<file path="config.mk">
export PLATFORM = sky130hd
export DESIGN_NAME = bundle_sequencer
export DESIGN_NICKNAME = d
export VERILOG_FILES = /design/src/rtl/bundle_pkg.sv /design/src/rtl/bundle_addr_gen.sv /design/src/rtl/bundle_sequencer.sv
export SDC_FILE = /design/constraint.sdc
export NUM_CORES = 1
export LEC_CHECK = 0
export ABC_AREA = 1
export CAP_MARGIN = 20
export CORE_ASPECT_RATIO = 0.5
export CORE_MARGIN = 2
export CORE_UTILIZATION = 34
export CTS_BUF_LIST = sky130_fd_sc_hd__clkbuf_4
export CTS_CLUSTER_DIAMETER = 120
export DETAILED_ROUTE_END_ITERATION = 10
export GPL_TIMING_DRIVEN = 0
export PLACE_DENSITY = 0.85
export SETUP_SLACK_MARGIN = 0.02
export SYNTH_ARGS = -nofsm -noshare
export SYNTH_HDL_FRONTEND = slang
export SYNTH_SLANG_ARGS = --single-unit
</file>
<file path="constraint.sdc">
create_clock -name clk -period 2.3 [get_ports clk]
set_input_delay 0.69 -clock clk [delete_from_list [all_inputs] [get_ports clk]]
set_output_delay 0.69 -clock clk [all_outputs]
set_load 0.02 [all_outputs]
</file>
<file path="src/rtl/bundle_pkg.sv">
// Shared definitions for the hypervector bundle sequencer: FSM state encoding
// and default sizing constants.
package bundle_pkg;

    localparam int DEF_ELEMENT_WIDTH = 64;
    localparam int DEF_NUM_ELEMENTS  = 16;
    localparam int DEF_MAX_VECTORS   = 16;
    localparam int DEF_ADDR_WIDTH    = 8;

    localparam int STATE_WIDTH = 3;

    typedef enum logic [STATE_WIDTH-1:0] {
        IDLE   = 3'd0,
        FETCH  = 3'd1,
        LAST   = 3'd2,
        WRITE  = 3'd3,
        FINISH = 3'd4
    } bundle_state_e;

endpackage

</file>
<file path="src/rtl/bundle_addr_gen.sv">
// Memory address arithmetic for the bundle sequencer: source word of vector v,
// element e, and destination word of element e, all modulo 2^ADDR_WIDTH.
module bundle_addr_gen #(
    parameter int ADDR_WIDTH   = bundle_pkg::DEF_ADDR_WIDTH,
    parameter int NUM_ELEMENTS = bundle_pkg::DEF_NUM_ELEMENTS,
    parameter int VW           = 5,
    parameter int EW           = 4
) (
    input  logic [ADDR_WIDTH-1:0] src_base_i,
    input  logic [ADDR_WIDTH-1:0] dst_base_i,
    input  logic [VW-1:0]         vec_idx_i,
    input  logic [EW-1:0]         elem_idx_i,
    output logic [ADDR_WIDTH-1:0] rd_addr_o,
    output logic [ADDR_WIDTH-1:0] wr_addr_o
);

    // Truncating every operand to the address width keeps the wrap-around exact.
    assign rd_addr_o = src_base_i
                     + ADDR_WIDTH'(vec_idx_i) * ADDR_WIDTH'(NUM_ELEMENTS)
                     + ADDR_WIDTH'(elem_idx_i);
    assign wr_addr_o = dst_base_i + ADDR_WIDTH'(elem_idx_i);

endmodule

</file>
<file path="src/rtl/bundle_sequencer.sv">
// Bundles K hypervectors element by element: reads each vector's word, drives
// an external adder to accumulate them, and writes the sum back to memory.
module bundle_sequencer
    import bundle_pkg::*;
#(
    parameter int ELEMENT_WIDTH = DEF_ELEMENT_WIDTH,
    parameter int NUM_ELEMENTS  = DEF_NUM_ELEMENTS,
    parameter int MAX_VECTORS   = DEF_MAX_VECTORS,
    parameter int ADDR_WIDTH    = DEF_ADDR_WIDTH
) (
    input  logic                             clk,
    input  logic                             reset,
    input  logic                             start,
    input  logic [$clog2(MAX_VECTORS+1)-1:0] num_vectors,
    input  logic [ADDR_WIDTH-1:0]            src_base,
    input  logic [ADDR_WIDTH-1:0]            dst_base,
    output logic                             busy,
    output logic                             done,
    output logic                             error,
    output logic                             overflow,
    output logic                             rd_en,
    output logic [ADDR_WIDTH-1:0]            rd_addr,
    input  logic [ELEMENT_WIDTH-1:0]         rd_data,
    output logic                             wr_en,
    output logic [ADDR_WIDTH-1:0]            wr_addr,
    output logic [ELEMENT_WIDTH-1:0]         wr_data,
    output logic                             add_valid,
    output logic                             add_bundle_loop,
    output logic [ELEMENT_WIDTH-1:0]         add_elem_A,
    output logic [ELEMENT_WIDTH-1:0]         add_elem_B,
    input  logic [ELEMENT_WIDTH-1:0]         add_elem_out,
    input  logic                             add_overflow
);

    localparam int KW = $clog2(MAX_VECTORS + 1);
    localparam int EW = (NUM_ELEMENTS > 1) ? $clog2(NUM_ELEMENTS) : 1;
    localparam logic [EW-1:0] E_LAST = EW'(NUM_ELEMENTS - 1);

    bundle_state_e           state_q;
    logic [KW-1:0]           k_q;
    logic [ADDR_WIDTH-1:0]   src_q;
    logic [ADDR_WIDTH-1:0]   dst_q;
    logic [KW-1:0]           v_q;
    logic [EW-1:0]           e_q;
    logic                    prev_rd_q;
    logic [KW-1:0]           prev_v_q;
    logic [ELEMENT_WIDTH-1:0] hold_q;
    logic                    ovf_q;
    logic                    err_q;

    logic                    k_bad;
    logic [ADDR_WIDTH-1:0]   rd_addr_raw;
    logic [ADDR_WIDTH-1:0]   wr_addr_raw;

    assign k_bad = (num_vectors < KW'(2)) || (num_vectors > KW'(MAX_VECTORS));

    bundle_addr_gen #(
        .ADDR_WIDTH   (ADDR_WIDTH),
        .NUM_ELEMENTS (NUM_ELEMENTS),
        .VW           (KW),
        .EW           (EW)
    ) u_addr_gen (
        .src_base_i (src_q),
        .dst_base_i (dst_q),
        .vec_idx_i  (v_q),
        .elem_idx_i (e_q),
        .rd_addr_o  (rd_addr_raw),
        .wr_addr_o  (wr_addr_raw)
    );

    always_ff @(posedge clk) begin
        if (reset) begin
            state_q   <= IDLE;
            k_q       <= '0;
            src_q     <= '0;
            dst_q     <= '0;
            v_q       <= '0;
            e_q       <= '0;
            prev_rd_q <= 1'b0;
            prev_v_q  <= '0;
            hold_q    <= '0;
            ovf_q     <= 1'b0;
            err_q     <= 1'b0;
        end else begin
            // Read data returns one cycle later; remember which vector it belongs to.
            prev_rd_q <= (state_q == FETCH);
            prev_v_q  <= v_q;
            if (prev_rd_q && (prev_v_q == '0)) begin
                hold_q <= rd_data;
            end
            case (state_q)
                IDLE: begin
                    if (start) begin
                        k_q   <= num_vectors;
                        src_q <= src_base;
                        dst_q <= dst_base;
                        ovf_q <= 1'b0;
                        v_q   <= '0;
                        e_q   <= '0;
                        err_q <= k_bad;
                        state_q <= k_bad ? FINISH : FETCH;
                    end
                end
                FETCH: begin
                    if (v_q == k_q - KW'(1)) begin
                        v_q     <= '0;
                        state_q <= LAST;
                    end else begin
                        v_q <= v_q + KW'(1);
                    end
                end
                LAST: state_q <= WRITE;
                WRITE: begin
                    ovf_q <= ovf_q | add_overflow;
                    if (e_q == E_LAST) begin
                        state_q <= FINISH;
                    end else begin
                        e_q     <= e_q + EW'(1);
                        state_q <= FETCH;
                    end
                end
                FINISH: state_q <= IDLE;
                default: state_q <= IDLE;
            endcase
        end
    end

    assign busy     = (state_q != IDLE);
    assign done     = (state_q == FINISH);
    assign error    = err_q;
    assign overflow = ovf_q;
    assign rd_en    = (state_q == FETCH);
    assign wr_en    = (state_q == WRITE);

    // Vector 1 starts a fresh sum with the held vector-0 word; later vectors accumulate.
    assign add_valid       = prev_rd_q && (prev_v_q != '0);
    assign add_bundle_loop = add_valid && (prev_v_q != KW'(1));
    assign add_elem_A      = add_valid ? rd_data : '0;
    assign add_elem_B      = (add_valid && !add_bundle_loop) ? hold_q : '0;

    assign rd_addr = rd_en ? rd_addr_raw : '0;
    assign wr_addr = wr_en ? wr_addr_raw : '0;
    assign wr_data = wr_en ? add_elem_out : '0;

endmodule

</file>
### Yosys cells after proc, flatten, opt, wreduce, memory -nomap -nowiden

Index checks and enable logic that the tools add are counted.
W data, S select, Z words.

| operators by class | value |
|---|---|
| $add $sub $neg | 6 |
| $lt $le $gt $ge | 2 |
| equal/unequal tests | 10 |
| mux-type cells | 18 |
| bitwise operators | 1 |
| reduce and logical (&&, ||, !) cells | 17 |

Operators with widths:

| cell | count |
|---|---|
| $mux W64 | 3 |
| $add A8 B4 Y8 | 2 |
| $mux W8 | 2 |
| $mux W3 | 4 |
| $pmux W3 S4 | 1 |
| $mux W5 | 2 |
| $pmux W5 S2 | 1 |
| $add A8 B8 Y8 | 1 |
| $mux W4 | 2 |
| $pmux W4 S2 | 1 |
| $reduce_and A2 Y1 | 4 |
| $eq A3 B2 Y1 const B | 2 |
| $add A5 B1 Y5 const B | 1 |
| $eq A5 B5 Y1 | 1 |
| $gt A5 B5 Y1 const B | 1 |
| $logic_not A5 Y1 | 1 |
| $lt A5 B2 Y1 const B | 1 |
| $ne A5 B1 Y1 const B | 1 |
| $reduce_bool A5 Y1 | 1 |
| $sub A5 B1 Y5 const B | 1 |
| $add A4 B1 Y4 const B | 1 |
| $eq A4 B4 Y1 const B | 1 |
| $logic_and A1 B1 Y1 | 4 |
| $ne A2 B2 Y1 const B | 2 |
| other kinds (12) | 13 |

| word-level totals | value |
|---|---|
| register bits after elaboration | 105 |
| output and inout port bits | 216 |

### Logic depth before layout (Yosys ltp)

| logic depth | value |
|---|---|
| word-level depth | 6 |
| mapped depth | 12 |

### Hierarchy

A second synthesis with hierarchy kept.

| unflattened totals | value |
|---|---|
| cells, all modules | 1013 |
| area, all modules | 6139.6 sq um |

Modules (own cells, without submodules):

| module | times used | cells an instance | area an instance (sq um) | seq. area each (sq um) |
|---|---|---|---|---|
| bundle_sequencer | 1 | 911 | 5519.0 | 2102.0 |
| bundle_addr_gen | 1 | 102 | 620.6 | 0.0 |

### Worst setup path after synthesis

OpenSTA, ideal clock, no wires.

| timing path | value |
|---|---|
| path kind | reg-to-output |
| start point | register e_q[0] |
| end point | output rd_addr[6] |
| data arrival time | 1699 ps |
| slack | -89 ps |
| stages on the path, launching flop included | 10 |
| cell sequence | dfxtp_1 ha_1 fa_1 nand3_1 nand3_1 nand2_1 nand2_1 a21oi_1 xor2_1 nor2_1 |

| on the way | value |
|---|---|
| word-level cells in the longest chain between the ends | 2 |

Ends and longest elaborated chain:

| element | RTL line | RTL |
|---|---|---|
| start: declaration | bundle_sequencer.sv:44 | `logic [EW-1:0] e_q;` |
| start signal: assignment | bundle_sequencer.sv:118 | `e_q <= e_q + EW'(1);` |
| $add A8 B4 Y8 | bundle_addr_gen.sv:20 | `+ ADDR_WIDTH'(elem_idx_i);` |
| $mux W8 | bundle_sequencer.sv:141 | `assign rd_addr = rd_en ? rd_addr_raw : '0;` |
| end: declaration | bundle_sequencer.sv:22 | `output logic [ADDR_WIDTH-1:0] rd_addr,` |

Every way passes these cells.

### Final worst setup path

| timing path | value |
|---|---|
| start point | register e_q[0] |
| end point | output wr_addr[6] |

| on the way | value |
|---|---|
| word-level cells in the longest chain between the ends | 2 |

Ends and longest elaborated chain:

| element | RTL line | RTL |
|---|---|---|
| $add A8 B4 Y8 | bundle_addr_gen.sv:21 | `assign wr_addr_o = dst_base_i + ADDR_WIDTH'(elem_idx_i);` |
| $mux W8 | bundle_sequencer.sv:142 | `assign wr_addr = wr_en ? wr_addr_raw : '0;` |
| end: declaration | bundle_sequencer.sv:25 | `output logic [ADDR_WIDTH-1:0] wr_addr,` |

Every way passes these cells.

==> impl_metrics.toml <==
[place]
gp_congestion = 0.995
dpl.hpwl_mm = 18.2
placed_cell_area_um2 = 9840
placedCellCount = 1554
io_buffers = 368
dpl_worst_slack_ns = -0.655

[power_and_ir_drop]
p_leak_nw = 5.67
p_sw_share_pct = 36.5
power_switching_w = 0.00162
seq_power_share_pct = 47.1
power.density_nw_per_um2 = 340
comb_power_share_pct = 31.4
intPower_w = 0.00282
ir_drop_uv = 291
power_frac_clock_pct = 21.5

[critical_path]
cp_cell_sequence = "buf_6 -> ha_4 -> fa_2 -> nand3_2 -> nand2_2 -> nand2_2 -> inv_2 -> a21oi_2 -> nor3_2 -> buf_4"
setup.worst_path.start_class = "flip-flop"
path_delay_family = "adder cells"
slowest_stage = "dfxtp_4"
worstPathMaxFanout = 2
arrival_ns = 2.21
path_common_cell = "nand2_2"
endpoint_kind = "primary output"
setup.worst_path.class = "reg -> out"
max_stage_delay_ns = 0.41
path_buf_inv = 3
crit_required_ns = 1.61

[finish]
layout.nets = 1582
final_cells = 1645
syn_to_final_growth_pct = 123
drive_above_1_share_pct = 42.9
fillCellCount = 998
antenna_cells = 0
final_cell_area_um2 = 13100

[routing]
dr_wl_met2_mm = 16.1
drc = 0
first_iter_violations = 449
wirelength_mm = 30.3
ant_nets = 0
topRoutingLayerUsed = "met4"
vias = 8242
dr.pass1.iters = 5
viasPerCell = 5.01
routedLengthMet1_mm = 11.0
wl_met3_mm = 1.84
wl_per_cell_um = 18.4

[job]
max_cap_viol_count = 0

[timing]
period_share_pct = 126
setup_viol = 182
relSlewSlack_pct = 58.9
setup_slack_ns = -0.599
post-route-min-period_ns = 2.90
hold_violations = 0
drv_slew = 0
finClkSkew_ns = 0.0350
maxClockFrequency_mhz = 345
tightest_slew_ns = 0.616
finalSetupTns_ns = -43.34
rsz0062_at_grt = "yes"

[cts]
cts_made_buffers = 9
cts.sinks = 105
cts_max_path_buffers = 2
clkLatencyLatePin_ns = 0.48
h-tree-depth = 3
cts_hold_buffers = 0
cts_root_buf = "clkbuf_4"
cts.clk_slew.worst_paths_ns = 0.20
cts_tree = "built"

[global_routing]
grt_start_max_net_pins = 20
antenna_found_initial = 0
grt_pass1_wl_mm = 39.1
overflow = 0
grt_pass1_vias = 7648
track_usage_pct = 26.5

[synthesis]
yosysSeqAreaShare_pct = 35.9
ys_ff_latch = 105
synth.net_count = 1128
ys_warn_count = 0
synth_top_family_by_area = "simple AND/OR/NAND/NOR gates"
synthTopCellsByCount = "nor2_1 (230), inv_1 (228), dfxtp_1 (105), a21oi_1 (103), nand2_1 (89)"
ys_top_cells_by_area = "dfxtp_1 (36%), nor2_1 (15%), inv_1 (15%)"
synthMuxAreaShare_pct = 0
syn_avg_cell_area_um2 = 6.11
mappedNetlistArea_um2 = 5860
yosys.area.top_type = "dfxtp_1"
synth_simple_gate_area_share_pct = 24.5
synthCells = 959
yosysMostFrequentCell = "nor2_1"
synth_top_area_share_pct = 35.9
synth_xor_area_share_pct = 0.747
synthDistinctLibCells = 33
synth-compound-area-share_pct = 16.7
async_reset_ff_share_pct = 0
synthAdderAreaFrac_pct = 3.67
synth-edff-count = 0
synth_flop_cell = "dfxtp_1"

[outcome]
outcome = "finished with violations"
violations = "negative setup slack"

[floorplanning]
die_area_um2 = 18400
die_width_um = 190
ios = 369
start_util_pct = 35.2
die_h_um = 96.8
num_rows = 33
core_um2 = 16600

[hold_path]
holdCritPathClass = "reg -> reg"
-- repair_timing --
| item | 4_1_cts | 5_1_grt |
|---|---|---|
| endpoints found under the setup margin | 214 | 209 |
| setup buffers | 39 | 29 |
| endpoints found under the hold margin | 0 | 0 |
| cloned | 6 | 9 |
| gates resized for setup | 1296 | 566 |
| pin swaps | 16 | 30 |
-- cell usage in the layout, fill, tap and decap left out, types with 14 or more instances in the layout --
master           instances
dfxtp_1                 89
nor2_2                  15
buf_4                   40
nor2_1                  34
nor2_4                 183
a21oi_1                 97
nand2_1                 82
buf_2                   23
o21ai_0                 78
buf_6                  217
buf_12                  14
inv_1                  222
nand3_1                 16
clkdlybuf4s50_1        154
-- registers in the layout, summed over array words and instances (netlist names) --
| name | count |
|---|---|
| hold_q | 64 |
| dst_q | 8 |
| src_q | 8 |
| k_q | 5 |
| prev_v_q | 5 |
| v_q | 5 |
| e_q | 4 |
| state_q | 3 |
| error | 1 |
| overflow | 1 |
| prev_rd_q | 1 |
-- worst paths after layout --
kind / startpoint / end / slack [ns] / depth (start not counted)
setup reg to reg: prev_v_q[1] / hold_q[54] / 0.49 / 7
setup / recovery: e_q[0] / wr_addr[6] / -0.60 / 10
hold / removal: src_q[5] / src_q[5] / 0.49 / 2
hold reg to reg: src_q[5] / src_q[5] / 0.49 / 2
-- per-stage QoR --
| step | util, % | hold slack [ns] | total power, W |
|---|---|---|---|
| floorplan | - | 0.449 | 0.00266 |
| global placement | 59.1 | 0.441 | 0.00314 |
| detailed placement | 59.1 | 0.442 | 0.00318 |
| CTS | 65.7 | 0.466 | 0.00421 |
| global route | 78.5 | 0.521 | 0.00464 |
| finish | 78.5 | 0.492 | 0.00445 |
-- worst register-to-register path: stages (launching register included) --
cell      delay (ns)
dfxtp_1         0.33
nor2_1          0.13
nand2_2         0.08
buf_4           0.13
nor3_1          0.19
clkbuf_1        0.41
buf_2           0.33
a21oi_1         0.13
-- cells by family after synthesis --
logic type,count (synthesis)
buffers and inverters,282
flip-flops,105
XOR/XNOR,5
AO/OA/AOI/OAI,193
AND/OR/NAND/NOR,358
adder cells (fa/ha/maj),16
-- power groups by stage --
| stage | clock network (W) | registers (W) | logic, W |
|---|---|---|---|
| floorplan | 0 | 0.00209 | 0.000572 |
| global placement | 0 | 0.00210 | 0.00104 |
| detailed placement | 0 | 0.00211 | 0.00107 |
| CTS | 0.000963 | 0.00208 | 0.00117 |
| global route | 0.00103 | 0.00211 | 0.00150 |
| finish | 0.000958 | 0.00209 | 0.00140 |
-- layout make-up --
class | count | area [um2] | share of cell area [%]
buffer | 45 | 474 | 3.63
clock buffer | 10 | 75.1 | 0.575
clock inverter | 6 | 62.6 | 0.479
inverter | 235 | 903 | 6.92
multi-input combinational | 572 | 4310 | 33.0
sequential | 105 | 2140 | 16.4
tap | 227 | 284 | 2.17
timing repair buffer | 443 | 4790 | 36.7
timing repair inverter | 2 | 18.8 | 0.144
-- layer usage --
layer  GRT usage, %  vias to the layer above
met1           30.0                     3914
met5              0                        -
met3           4.35                      108
met4           10.0                        0
met2           49.9                      431
li1               -                     3789
Note: power is estimated with default switching activity, not from simulation.
